### config.mk
export PLATFORM = sky130hd
export DESIGN_NAME = mem_access_ctrl
export DESIGN_NICKNAME = d
export VERILOG_FILES = /design/src/rtl/mem_access_ctrl.sv
export SDC_FILE = /design/constraint.sdc
export NUM_CORES = 1
export LEC_CHECK = 0
export CELL_PAD_IN_SITES_DETAIL_PLACEMENT = 1
export CELL_PAD_IN_SITES_GLOBAL_PLACEMENT = 1
export CORE_AREA = 2 2 109 164
export CTS_CLUSTER_SIZE = 8
export DETAILED_ROUTE_END_ITERATION = 7
export DIE_AREA = 0 0 111 166
export GPL_TIMING_DRIVEN = 0
export MAX_ROUTING_LAYER = met4
export PLACE_DENSITY_LB_ADDON = 0.1
export REMOVE_ABC_BUFFERS = 1
export SYNTH_ARGS = -nofsm -noshare
export SYNTH_HDL_FRONTEND = slang
export SYNTH_SLANG_ARGS = --single-unit
export TNS_END_PERCENT = 30
### constraint.sdc
create_clock -name clk -period 4 [get_ports clk]
set_input_delay 1.2 -clock clk [delete_from_list [all_inputs] [get_ports clk]]
set_output_delay 1.2 -clock clk [all_outputs]
set_load 0.02 [all_outputs]
### src/rtl/mem_access_ctrl.sv
// Memory-stage access sequencer: one bus transaction per M-stage load/store,
// pipeline stall while outstanding, load extraction, misalign and timeout flags.
module mem_access_ctrl #(
   parameter int WIDTH   = 32,
   parameter int TIMEOUT = 16
) (
   input  logic             clk,
   input  logic             rst_n,
   input  logic             memreadM,
   input  logic             memwriteM,
   input  logic [2:0]       memctrlM,
   input  logic [WIDTH-1:0] aluresultM,
   input  logic [WIDTH-1:0] writedataM,
   input  logic             flushM,
   output logic             bus_req,
   output logic             bus_we,
   output logic [WIDTH-1:0] bus_addr,
   output logic [3:0]       bus_be,
   output logic [WIDTH-1:0] bus_wdata,
   input  logic             bus_ack,
   input  logic [WIDTH-1:0] bus_rdata,
   output logic             stallM,
   output logic [WIDTH-1:0] readdataM,
   output logic             misalignM,
   output logic             errM
);

   // state | meaning
   // IDLE  | waiting for an M-stage load/store; misaligned ones are flagged here
   // BUSY  | bus_req held, waiting for bus_ack or timeout
   // DONE  | stall released for one cycle so the instruction leaves M
   typedef enum logic [1:0] {IDLE, BUSY, DONE} state_t;

   localparam int CW = (TIMEOUT > 1) ? $clog2(TIMEOUT) : 1;
   localparam logic [CW-1:0] CNT_LAST = CW'(TIMEOUT - 1);

   state_t           state, state_nxt;
   logic [CW-1:0]    cnt;
   logic [2:0]       ctrl_q;
   logic [1:0]       off_q;

   logic             acc, is_w, is_h, mis;
   logic             start, mis_hit, ack_hit, tmo_hit;
   logic [3:0]       be_nxt;
   logic [WIDTH-1:0] wdata_nxt;
   logic [7:0]       byte_v;
   logic [15:0]      half_v;
   logic [WIDTH-1:0] rdata_ext;

   always_comb begin
      acc    = (memreadM | memwriteM) & ~flushM;
      is_w   = memctrlM[1];
      is_h   = (memctrlM[1:0] == 2'b01);
      mis    = (is_h & aluresultM[0]) | (is_w & (aluresultM[1:0] != 2'b00));
      be_nxt = 4'b0001 << aluresultM[1:0];
      wdata_nxt = {4{writedataM[7:0]}};
      if (is_w) begin
         be_nxt    = 4'b1111;
         wdata_nxt = writedataM;
      end else if (is_h) begin
         be_nxt    = 4'b0011 << aluresultM[1:0];
         wdata_nxt = {2{writedataM[15:0]}};
      end
   end

   // Extraction uses the latched width/offset, not the live pipeline fields.
   always_comb begin
      byte_v = bus_rdata[{off_q, 3'b000} +: 8];
      half_v = off_q[1] ? bus_rdata[31:16] : bus_rdata[15:0];
      case (ctrl_q[1:0])
         2'b00:   rdata_ext = {{24{~ctrl_q[2] & byte_v[7]}}, byte_v};
         2'b01:   rdata_ext = {{16{~ctrl_q[2] & half_v[15]}}, half_v};
         default: rdata_ext = bus_rdata;
      endcase
   end

   always_comb begin
      state_nxt = state;
      start     = 1'b0;
      mis_hit   = 1'b0;
      ack_hit   = 1'b0;
      tmo_hit   = 1'b0;
      stallM    = 1'b0;
      case (state)
         IDLE: begin
            if (acc && mis) begin
               mis_hit = 1'b1;
            end else if (acc) begin
               start     = 1'b1;
               stallM    = 1'b1;
               state_nxt = BUSY;
            end
         end
         BUSY: begin
            stallM = 1'b1;
            if (bus_ack) begin
               ack_hit   = 1'b1;
               state_nxt = DONE;
            end else if (cnt == CNT_LAST) begin
               tmo_hit   = 1'b1;
               state_nxt = DONE;
            end
         end
         DONE:    state_nxt = IDLE;
         default: state_nxt = IDLE;
      endcase
   end

   always_ff @(posedge clk or negedge rst_n) begin
      if (!rst_n) state <= IDLE;
      else        state <= state_nxt;
   end

   always_ff @(posedge clk or negedge rst_n) begin
      if (!rst_n) begin
         cnt       <= '0;
         ctrl_q    <= '0;
         off_q     <= '0;
         bus_req   <= 1'b0;
         bus_we    <= 1'b0;
         bus_addr  <= '0;
         bus_be    <= '0;
         bus_wdata <= '0;
         readdataM <= '0;
         misalignM <= 1'b0;
         errM      <= 1'b0;
      end else begin
         misalignM <= mis_hit;
         errM      <= tmo_hit;
         if (start) begin
            bus_req   <= 1'b1;
            bus_we    <= memwriteM;
            bus_addr  <= {aluresultM[WIDTH-1:2], 2'b00};
            bus_be    <= be_nxt;
            bus_wdata <= wdata_nxt;
            ctrl_q    <= memctrlM;
            off_q     <= aluresultM[1:0];
            cnt       <= '0;
         end
         if (mis_hit && !memwriteM) readdataM <= '0;
         if (state == BUSY && !ack_hit && !tmo_hit) cnt <= cnt + 1'b1;
         if (ack_hit) begin
            bus_req <= 1'b0;
            if (!bus_we) readdataM <= rdata_ext;
         end
         if (tmo_hit) begin
            bus_req   <= 1'b0;
            readdataM <= '0;
         end
      end
   end

endmodule

==> impl_metrics.toml, run 1 <==
[sta]
max_freq_mhz = 256
period_needed_ns = 3.91
slew_headroom_pct = 16.4
clock_skew_ns = 0.00905
fin_hold_ws_ns = 0.470
tightest_slew_ns = 1.25
setup_viol = 0
finalMaxSlewViolations = 0
rsz0062_at_grt = "false"
finalHoldViolCount = 0
finalCritPeriodShare_pct = 97.8

[grt]
track_usage_pct = 22.7
grt_start_max_net_pins = 59
grt_pass1_vias = 5799
grt_pass1_wl_um = 32100
antenna_found_initial = 2
grt.overflow.total = 0

[floorplan]
fp-row-count = 59
start_util_pct = 31.5
dieHeight_um = 166
die_w_um = 111
ioPinCount = 210
core-area_mm2 = 0.0171
dieArea_mm2 = 0.0184

[yosys]
synth-simple-area-share_pct = 22.2
synth_xor_area_share_pct = 0.163
synth.distinct_cells = 46
synth-main-ff-cell = "dfrtp_1"
synth-compound-area-share_pct = 18.2
ys_ff_latch = 113
synth_area_mm2 = 0.00538
synth-seq-area-share_pct = 52.6
muxShareOfSynthArea_pct = 2.49
synth_top_family_by_area = "simple AND/OR/NAND/NOR gates"
ys_async_sr_fraction_pct = 100
avgSynthCellArea_um2 = 9.53
synth_edf_count = 0
synth_cells = 564
synth_fa_ha_area_share_pct = 0.233
yosysWarnings = 0

[final_layout]
layout_commonest_cell = "clkdlybuf4s50_1"
layout_common_cells = "clkdlybuf4s50_1 (201), nand2_1 (134), dfrtp_1 (112)"
drive_above_1_share_pct = 8.04
nets = 864
fin_util_pct = 48.7
area_growth_pct = 54.4
fillerInstances = 1934

[detailed_routing]
vias_per_cell = 5.23
wirelength_um = 19900
drc = 0
dr.first_iter.drc_count = 242
wl_per_cell_um = 20.2
ant_nets = 0
dr.pass1.iters = 4
vias = 5154

[power]
swShare_pct = 37.2
switching_power_uw = 2190
p_leak_uw = 0.00357
ir_worst_vdd_uv = 294
seq_power_share_pct = 33.1
comb_power_share_pct = 41.1
p_per_area_mw_per_mm2 = 708
intPower_uw = 3690
p_clk_share_pct = 25.8

[placement]
globalplace.congestion = 0.767
io_buffers = 207
dpl.hpwl_um = 13300

[hold_path]
hp-class = "reg -> reg"
min_to = "bus_addr[30]$_DFFE_PN0P_"
min_path_cells = 2
min_from = "bus_addr[30]$_DFFE_PN0P_"

[clocking]
clk_pin_slew_ns = 0.06
clock_path_buffers = 2
postCtsHoldBufs = 0
ctsRootBufferMaster = "clkbuf_16"
cts_buffers = 17
clock_sinks = 113
clkLatencyLatePin_ns = 0.41
cts_tree = "done"
h-tree-depth = 4

[flow_run]
cap_viol_max_count = 0

[worst_setup_path]
cp_slowest_cell = "or4b_4"
r2r-end = "bus_wdata[19]$_DFFE_PN0P_"
cp.required_ns = 2.80
startpoint_type = "input pin"
r2r_setup_slack_ns = 1.14
cp_max_fo = 11
r2r-start = "state[1]$_DFFE_PN0P_"
end_kind = "output pin"
reg2regPathDepth = 4
slowest_delay_ns = 0.54
crit_chain = "dlygate4sd2_1, and2_4, or4b_4, a21oi_1, buf_4"
cp.arrival_ns = 2.71
criticalPathCategory = "in -> out"

[status]
status = "completed"
[critical path, delay by kind of cell]
| family | cells | cell delay [ns] |
|---|---|---|
| compound gates | 1 | 0.16 |
| simple gates | 2 | 0.81 |
| buf+inv | 2 | 0.54 |
[cell type report]
type                       count  area [um2]  share of cell area [%]
timing repair buffer         215        2170                    26.1
sequential                   113        2830                    34.1
clock inverter                15         159                    1.91
multi-input combinational    407        2430                    29.3
inverter                       4        15.0                   0.181
tap                          213         267                    3.21
antenna                        2        5.00                  0.0603
clock buffer                  17         425                    5.12
[routing by layer]
layer	global-route usage [%]	up-vias	routed length, um
met1	24.9	2596	7730
met2	39.9	171	10700
met4	7.61	0	297
met5	-	-	0
met3	5.62	19	1200
li1	-	2368	-
[sequential cells by signal (all words and copies together) (netlist names)]
| register | count |
|---|---|
| ctrl_q | 3 |
| cnt | 4 |
| readdataM | 32 |
| state | 2 |
| bus_wdata | 32 |
| bus_we | 1 |
| bus_be | 4 |
| misalignM | 1 |
| bus_addr | 30 |
| off_q | 2 |
| errM | 1 |
| bus_req | 1 |
[power groups by stage]
stage	clock (uW)	sequential, uW	combinational [uW]
after global routing	1600	2010	2590
final	1520	1940	2420
after CTS	1560	1950	2450
after floorplan	0	2360	697
after detailed placement	0	1960	2420
after global placement	0	1930	2350
[what timing repair did]
action                                  CTS  global route
gates resized for setup                  16             1
hold endpoints to repair                  0             0
endpoints found under the setup margin    1             1
setup buffers                             2             0
cloned                                    3             0
pin swaps                                 2             0
[cells by family after synthesis]
kind of cell | after synthesis
AOI/OAI and AO/OA | 135
xor gates and xnor gates | 1
adders and majority gates | 1
buffers and inverters | 48
DFF | 113
muxes | 12
other | 1
and+or+nand+nor | 253
[worst max path at each step]
stage / startpoint / end / slack [ns] / depth (start not counted)
2_1_floorplan: bus_ack / readdataM[30]$_DFF_PN0_ / -0.21 / 3
3_3_place_gp: bus_ack / readdataM[30]$_DFF_PN0_ / -3.37 / 4
3_5_place_dp: memctrlM[0] / stallM / -1.44 / 5
4_1_cts: memwriteM / stallM / 0.07 / 5
5_1_grt: memwriteM / stallM / 0.009 / 5
6_report: aluresultM[0] / stallM / 0.09 / 5
[stage by stage]
step	cells	cell area [um2]	setup TNS [ns]	setup slack [ns]	total power [uW]
final	986	8300	0	0.0898	5870
after global routing	986	8300	0	0.00935	6210
after global placement	941	7520	-510.97	-3.37	4270
after CTS	984	8290	0	0.0665	5950
after detailed placement	947	7640	-1.44	-1.44	4380
after floorplan	521	5180	-3.21	-0.212	3060
[cell usage after synthesis (7+ instances only)]
cell type  instances  area (um2)
a221o_1           24         240
nand2_1          134         503
a32o_1             8        80.1
a21boi_0           7        52.6
nand3b_1           8        60.1
o21ai_0           21         105
dfrtp_1          113        2830
nor2b_1           11        68.8
nor3b_1            8        60.1
a22o_1             7        61.3
a21oi_1           36         180
o2bb2ai_1         17         149
clkbuf_1          31         116
nor3_1            18        90.1
mux2i_1           10         100
nor2_1            29         109
nand2b_1          26         163
Note: power is estimated with default switching activity, not from simulation.
==> run 2: changes to the inputs <==
Settings changed: HOLD_SLACK_MARGIN set to 0.1.
==> results of run 2 <==
Final layout, timing and power as in run 1 (identical DEF).
